File: config.mk
export PLATFORM = sky130hd
export DESIGN_NAME = jtdd2_snd_romarb
export DESIGN_NICKNAME = d
export VERILOG_FILES = /design/src/rtl/jtdd2_snd_romarb.sv
export SDC_FILE = /design/constraint.sdc
export NUM_CORES = 1
export LEC_CHECK = 0
export BUFFER_PORTS_ARGS = -buffer_cell sky130_fd_sc_hd__buf_2
export CAP_MARGIN = 15
export CORE_AREA = 4 4 90 92
export DETAILED_ROUTE_END_ITERATION = 8
export DIE_AREA = 0 0 94 96
export PLACE_DENSITY_LB_ADDON = 0.1
export REMOVE_ABC_BUFFERS = 1
export SYNTH_ARGS = -nofsm -noshare
export SYNTH_HDL_FRONTEND = slang
export SYNTH_SLANG_ARGS = --single-unit
export TNS_END_PERCENT = 1
File: constraint.sdc
create_clock -name clk -period 2.4 [get_ports clk]
set_input_delay 0.48 -clock clk [delete_from_list [all_inputs] [get_ports clk]]
set_output_delay 0.48 -clock clk [all_outputs]
set_load 0.02 [all_outputs]
File: src/rtl/jtdd2_snd_romarb.sv
// rtl/jtdd2_snd_romarb.sv - SDRAM read-slot arbiter for the DD2 sound CPU ROM and ADPCM ROM
//
// Two requesters (sound Z80 program ROM, MSM6295 sample ROM) share one SDRAM
// read port. Each requester owns a one-byte tagged cache, so a repeated read
// of the same address is answered combinationally without touching SDRAM.
//
// Ports:
//   clk, rst_n             clock, asynchronous active-low reset
//   downloading            ROM load in progress: flush caches, abort, stay idle
//   cpu_cs/cpu_addr        CPU ROM read request and byte address
//   cpu_data/cpu_ok        cached byte and its validity for cpu_addr
//   pcm_cs/pcm_addr        ADPCM ROM read request and byte address
//   pcm_data/pcm_ok        cached byte and its validity for pcm_addr
//   sdram_req/sdram_addr   read request and global byte address to SDRAM
//   sdram_ack              request accepted (1-cycle pulse)
//   sdram_rdy/sdram_data   read data strobe and byte

module jtdd2_snd_romarb #(
  parameter logic [21:0] CPU_OFFSET = 22'h00_0000,
  parameter logic [21:0] PCM_OFFSET = 22'h00_8000
) (
  input  logic        clk,
  input  logic        rst_n,
  input  logic        downloading,
  input  logic        cpu_cs,
  input  logic [14:0] cpu_addr,
  output logic [7:0]  cpu_data,
  output logic        cpu_ok,
  input  logic        pcm_cs,
  input  logic [17:0] pcm_addr,
  output logic [7:0]  pcm_data,
  output logic        pcm_ok,
  output logic        sdram_req,
  output logic [21:0] sdram_addr,
  input  logic        sdram_ack,
  input  logic        sdram_rdy,
  input  logic [7:0]  sdram_data
);

  typedef enum logic [1:0] {
    IDLE      = 2'd0,
    WAIT_ACK  = 2'd1,
    WAIT_DATA = 2'd2
  } state_t;

  state_t      state;

  logic        cpu_valid;
  logic [14:0] cpu_tag;
  logic        pcm_valid;
  logic [17:0] pcm_tag;

  // gnt_pcm: owner of the transaction in flight; last_pcm: owner of the
  // previous grant, used to break ties round-robin.
  logic        gnt_pcm;
  logic        last_pcm;
  // Tag captured at grant time. The fill always uses this, never the live
  // address, so a requester that moves its address mid-transaction cannot
  // get the old byte labelled with the new address.
  logic [17:0] req_tag;

  logic        cpu_hit;
  logic        pcm_hit;
  logic        pend_cpu;
  logic        pend_pcm;
  logic        pick_pcm;
  logic        fill;
  logic [21:0] cpu_gaddr;
  logic [21:0] pcm_gaddr;

  assign cpu_hit  = cpu_valid && (cpu_tag == cpu_addr);
  assign pcm_hit  = pcm_valid && (pcm_tag == pcm_addr);
  assign cpu_ok   = cpu_cs && cpu_hit;
  assign pcm_ok   = pcm_cs && pcm_hit;

  assign pend_cpu = cpu_cs && !cpu_hit;
  assign pend_pcm = pcm_cs && !pcm_hit;
  // PCM wins only when it is alone or the CPU had the previous slot.
  assign pick_pcm = pend_pcm && (!pend_cpu || !last_pcm);

  // Global SDRAM byte addresses; the sums wrap at 22 bits.
  assign cpu_gaddr = CPU_OFFSET + {7'd0, cpu_addr};
  assign pcm_gaddr = PCM_OFFSET + {4'd0, pcm_addr};

  // Data can arrive together with the acknowledge; both cases fill the cache.
  assign fill = sdram_rdy &&
                ((state == WAIT_DATA) || ((state == WAIT_ACK) && sdram_ack));

  always_ff @(posedge clk or negedge rst_n) begin
    if (!rst_n) begin
      state      <= IDLE;
      sdram_req  <= 1'b0;
      sdram_addr <= 22'd0;
      cpu_valid  <= 1'b0;
      cpu_tag    <= 15'd0;
      cpu_data   <= 8'd0;
      pcm_valid  <= 1'b0;
      pcm_tag    <= 18'd0;
      pcm_data   <= 8'd0;
      gnt_pcm    <= 1'b0;
      last_pcm   <= 1'b1;
      req_tag    <= 18'd0;
    end else if (downloading) begin
      // ROM contents are changing: drop any transaction in flight (its data
      // is discarded) and forget everything cached.
      state     <= IDLE;
      sdram_req <= 1'b0;
      cpu_valid <= 1'b0;
      pcm_valid <= 1'b0;
    end else begin
      case (state)
        IDLE: begin
          if (pend_cpu || pend_pcm) begin
            gnt_pcm    <= pick_pcm;
            last_pcm   <= pick_pcm;
            req_tag    <= pick_pcm ? pcm_addr : {3'd0, cpu_addr};
            sdram_addr <= pick_pcm ? pcm_gaddr : cpu_gaddr;
            sdram_req  <= 1'b1;
            state      <= WAIT_ACK;
          end
        end
        WAIT_ACK: begin
          if (sdram_ack) begin
            sdram_req <= 1'b0;
            state     <= sdram_rdy ? IDLE : WAIT_DATA;
          end
        end
        WAIT_DATA: begin
          if (sdram_rdy) begin
            state <= IDLE;
          end
        end
        default: begin
          state     <= IDLE;
          sdram_req <= 1'b0;
        end
      endcase

      if (fill) begin
        if (gnt_pcm) begin
          pcm_valid <= 1'b1;
          pcm_tag   <= req_tag;
          pcm_data  <= sdram_data;
        end else begin
          cpu_valid <= 1'b1;
          cpu_tag   <= req_tag[14:0];
          cpu_data  <= sdram_data;
        end
      end
    end
  end

endmodule

Yosys cells after proc, flatten, opt, wreduce, memory -nomap -nowiden
Index checks and enable logic that the tools add are counted.
{"block": "totals", "wordCells": 68, "register_bits": 96}
{"block": "op_classes", "add_sub_neg": 1, "muxes": 18, "reduce_logical": 26, "bitwise_logic": 2, "n_eq_ne": 9}
{"operator": "$add A16 B18 Y19 const A", "count": 1}
{"operator": "$mux W19", "count": 1}
{"operator": "$eq A18 B18 Y1", "count": 1}
{"operator": "$mux W18", "count": 1}
{"operator": "$eq A15 B15 Y1", "count": 1}
{"operator": "$reduce_and A3 Y1", "count": 5}
{"operator": "$mux W2", "count": 5}
{"operator": "$logic_and A1 B1 Y1", "count": 9}
{"operator": "$mux W1", "count": 9}
{"operator": "$ne A3 B3 Y1 const B", "count": 3}
{"operator": "$pmux W2 S3", "count": 1}
{"operator": "$logic_not A1 Y1", "count": 4}
{"operator": "$ne A2 B2 Y1 const B", "count": 2}
{"operator": "$reduce_and A2 Y1", "count": 2}
{"operator": "$reduce_bool A2 Y1", "count": 2}
{"operator": "$logic_or A1 B1 Y1", "count": 3}
{"operator": "$pmux W1 S3", "count": 1}
{"operator": "$eq A2 B1 Y1 const B", "count": 1}
{"operator": "$eq A2 B2 Y1 const B", "count": 1}
{"operator": "$logic_not A2 Y1", "count": 1}
{"operator": "$not A1 Y1", "count": 2}

Depth between registers and ports, before layout
{"block": "depth", "depth_word": 8, "depth_mapped": 8}

Worst setup path before layout
OpenSTA, ideal clock, no wires.
{"block": "synth_timing", "path_kind": "input-to-reg", "startpoint": "input port cpu_addr[8]", "endpoint": "register req_tag[11]", "setup_slack_ns": 0.369, "arrival_ns": 1.903, "stages": 8, "path_buffers": 2, "cell_sequence": "xnor2_1 -> nand4_1 -> or4_4 -> and2_4 -> buf_6 -> buf_6 -> o21ai_0 -> a31oi_1"}
{"block": "synth_between", "elab_chain_len": 8, "elab_cells_between_ends": 10}
{"element": "start: declaration", "line": "26", "text": "input logic [14:0] cpu_addr,"}
{"element": "$eq A15 B15 Y1 (*)", "line": "71", "text": "assign cpu_hit = cpu_valid && (cpu_tag == cpu_addr);"}
{"element": "$logic_and A1 B1 Y1 (*)", "line": "71"}
{"element": "$logic_not A1 Y1 (*)", "line": "76", "text": "assign pend_cpu = cpu_cs && !cpu_hit;"}
{"element": "$logic_and A1 B1 Y1 (*)", "line": "76"}
{"element": "$logic_not A1 Y1", "line": "79", "text": "assign pick_pcm = pend_pcm && (!pend_cpu || !last_pcm);"}
{"element": "$logic_or A1 B1 Y1", "line": "79"}
{"element": "$logic_and A1 B1 Y1", "line": "79"}
{"element": "$mux W18", "line": "116", "text": "req_tag <= pick_pcm ? pcm_addr : {3'd0, cpu_addr};"}
{"element": "end signal: assignment", "line": "116"}
{"element": "end: declaration", "line": "60", "text": "logic [17:0] req_tag;"}
Every way passes the cells marked *; elsewhere a longest branch is shown, timed or not.
A chain may end at the register's enable or synchronous reset.

Worst setup path after layout
{"block": "layout_timing", "startpoint": "register cpu_tag[9]", "endpoint": "output port cpu_ok"}
{"block": "layout_between", "elab_chain_len": 3}
{"element": "start: declaration", "line": "49", "text": "logic [14:0] cpu_tag;"}
{"element": "start signal: assignment", "line": "146", "text": "cpu_tag <= req_tag[14:0];"}
{"element": "$eq A15 B15 Y1", "line": "71"}
{"element": "$logic_and A1 B1 Y1", "line": "71"}
{"element": "$logic_and A1 B1 Y1", "line": "73", "text": "assign cpu_ok = cpu_cs && cpu_hit;"}
{"element": "end: declaration", "line": "28", "text": "output logic cpu_ok,"}
No other way between the ends.

==> impl_metrics.ini <==
[die]
start_util_pct = 53.28
core_sq_um = 7214
io_pins = 89
die_w_microns = 94
num_rows = 31
die_y_microns = 96
fp.dieArea_sq_um = 9024

[logic_synthesis]
synth_cell_types = 43
yosysTopAreaCellShare_pct = 50.13
ys.flop_type = dfrtp_1
yosysSeqAreaShare_pct = 50.81
synth_top_family_by_area = multiplexers
synth_compound_gate_area_share_pct = 7.520
synth_common_cells = dfrtp_1, mux2_2, xnor2_1, buf_4, nand3_1
synthSimpleGateAreaFrac_pct = 12.43
synth_fa_ha_area_share_pct = 0.3255
ys_seq_elements = 78
muxShareOfSynthArea_pct = 14.75
postSynthAreaPerCell_sq_um = 11.83
synthArstFlopShare_pct = 100.0
syn_inst = 325
synth_top_area_cell = dfrtp_1
yosysMostFrequentCell = dfrtp_1
synth_edf_count = 0
synth_area_sq_um = 3844
yosys_warnings = 0
synth_xor_area_share_pct = 7.747
ys_top_cells_by_area = dfrtp_1, mux2_2, xnor2_1

[power_and_ir_drop]
p_leak_nw = 2.129
max-vdd-ir-drop_mv = 0.5654
power_mw = 4.817
power_density_nw_per_um2 = 1030

[detailed_routing]
drtIter0Drc = 120
vias_per_cell = 5.571
drc_errors = 0
dr_total_vias = 2869
firstDrtPassIters = 4
ant_nets = 0
avgRoutedWirePerCell_microns = 18.42
drt-total-wl_mm = 9.484

[outcome]
status = complete, no violations

[hold_path]
hold_class = in -> async

[clock_tree]
cts-root-buf = clkbuf_8
numCtsBuffers = 9
cts_tree = done
insertion_delay_ns = 0.35
htree_levels = 3
clkSlewWorstSetupHoldPaths_ns = 0.08
clock_sinks = 78
clock_path_buffers = 2
hold_buffers = 0

[cells_and_area]
fillerInstances = 626
seq_area_sq_um = 1953
nNetsFinal = 460
drive_gt1_share_pct = 47.12
antennaDiodeCount = 0
syn_to_final_growth_pct = 21.65
multi_input_area_sq_um = 1753

[critical_path]
critPathKind = reg -> out
rrSetupSlack_ns = 0.28
critPathArrivalTime_ns = 1.83
r2r_end = req_tag[2]
crit-reg2reg-launch = cpu_tag[9]
endpoint_kind = primary output
crit_required_ns = 1.92
critPathLaunchType = flip-flop
crit_fanout = 2
ff2ff_path_depth = 8

[timing]
setup_tns_ns = 0
fmax_mhz = 433.5
layout_min_cycle_time_ns = 2.307
finalHoldViolations = 0
final-max-slew-violation-count = 0
fin_crit_sh_pct = 96.11
clock_skew_ns = 0.01192
finalSetupViolCount = 0
hold_slack_ns = 0.07133

[global_route]
grt_max_degree = 46
grt_overflow = 0
grt_pass1_wl_mm = 15.16
grt_pass1_vias = 2949
antenna_found_initial = 0
gr-usage-all-layers_pct = 22.33

[placement]
hpwl_mm = 6.927
portBuffers = 85
routabilityCongestion = 0.8278

[run]
max_cap_violations = 0
-- worst max-delay path by stage --
| stage | from | endpoint | slack, ns | depth (start not counted) |
|---|---|---|---|---|
| after CTS | cpu_tag[6] | cpu_ok | 0.002 | 5 |
| after global routing | cpu_tag[9] | cpu_ok | -0.01 | 5 |
| final | cpu_tag[9] | cpu_ok | 0.09 | 5 |
| after global placement | cpu_addr[5] | req_tag[2] | 0.08 | 8 |
| after floorplan | downloading | sdram_addr[18] | 0.01 | 4 |
| after detailed placement | cpu_addr[5] | req_tag[2] | 0.04 | 8 |
-- cells in the final DEF, fill, tap and decap left out, types with 3 or more instances in the layout --
| master | n |
|---|---|
| buf_2 | 84 |
| dfrtp_1 | 77 |
| mux2_2 | 49 |
| xnor2_1 | 23 |
| nand3_1 | 19 |
| buf_4 | 19 |
| nand4_1 | 16 |
| nor3_1 | 15 |
| a31oi_1 | 15 |
| o21ai_0 | 12 |
| xnor2_2 | 10 |
| clkbuf_8 | 10 |
| inv_1 | 5 |
| a22o_1 | 5 |
| nand2_1 | 5 |
| nor2_1 | 4 |
| o21ai_1 | 4 |
| nor4_2 | 3 |
| conb_1 | 3 |
-- worst max-delay path: stages, from the launching register on --
cell,delay (ns)
dfrtp_1,0.41
xnor2_2,0.21
nand4_1,0.19
nor4_4,0.35
and2_1,0.16
buf_2,0.15
-- final cells by class --
class,count,area share (%)
sequential,78,41.77
multi-input combinational,212,37.49
timing repair buffer,105,12.90
clock buffer,11,3.024
tap,99,2.649
clock inverter,5,1.766
inverter,5,0.4014
-- metrics by stage --
step	util, %	instance area (sq um)	instances	setup slack (ns)
2_1_floorplan	-	3627	295	0.01052
3_3_place_gp	60.28	4349	498	0.07784
3_5_place_dp	60.28	4349	498	0.04225
6_report	64.81	4676	515	0.09341
4_1_cts	63.93	4612	514	0.002195
5_1_grt	64.81	4676	515	-0.01042
-- metal layers --
metal	share of wire, %	vias to the layer above	global-route usage [%]
met3	6.0	11	5.317
met5	0	-	0
met1	43	1446	28.62
met4	1.5	0	8.785
li1	-	1329	-
met2	49	83	36.78
-- report_power, final --
| part | switching, mW | internal, mW | leakage [nW] | total (mW) |
|---|---|---|---|---|
| clock network | 0.484 | 0.616 | 0.113 | 1.10 |
| registers | 0.335 | 1.77 | 0.957 | 2.10 |
| logic | 0.827 | 0.790 | 1.06 | 1.62 |
| total | 1.65 | 3.17 | 2.13 | 4.82 |
-- state kept, by name (all words and copies together) (netlist names) --
signal and cells:
sdram_req 1, last_pcm 1, cpu_valid 1, state 2, pcm_data 8, pcm_tag 18, cpu_tag 15, gnt_pcm 1
req_tag 18, sdram_addr 4, cpu_data 8, pcm_valid 1
-- cells by family after synthesis --
| kind of cell | Yosys count |
|---|---|
| simple gates | 79 |
| fa+ha+maj | 1 |
| flops | 78 |
| xor+xnor | 34 |
| buf+inv | 37 |
| mux | 50 |
| compound gates | 45 |
| other cells | 1 |
-- what timing repair did --
item,4_1_cts,5_1_grt
gates resized for setup,5,8
endpoints found under the setup margin,2,2
setup buffers,0,1
pin swaps,0,2
No activity file was read; power rests on OpenSTA's default activity.
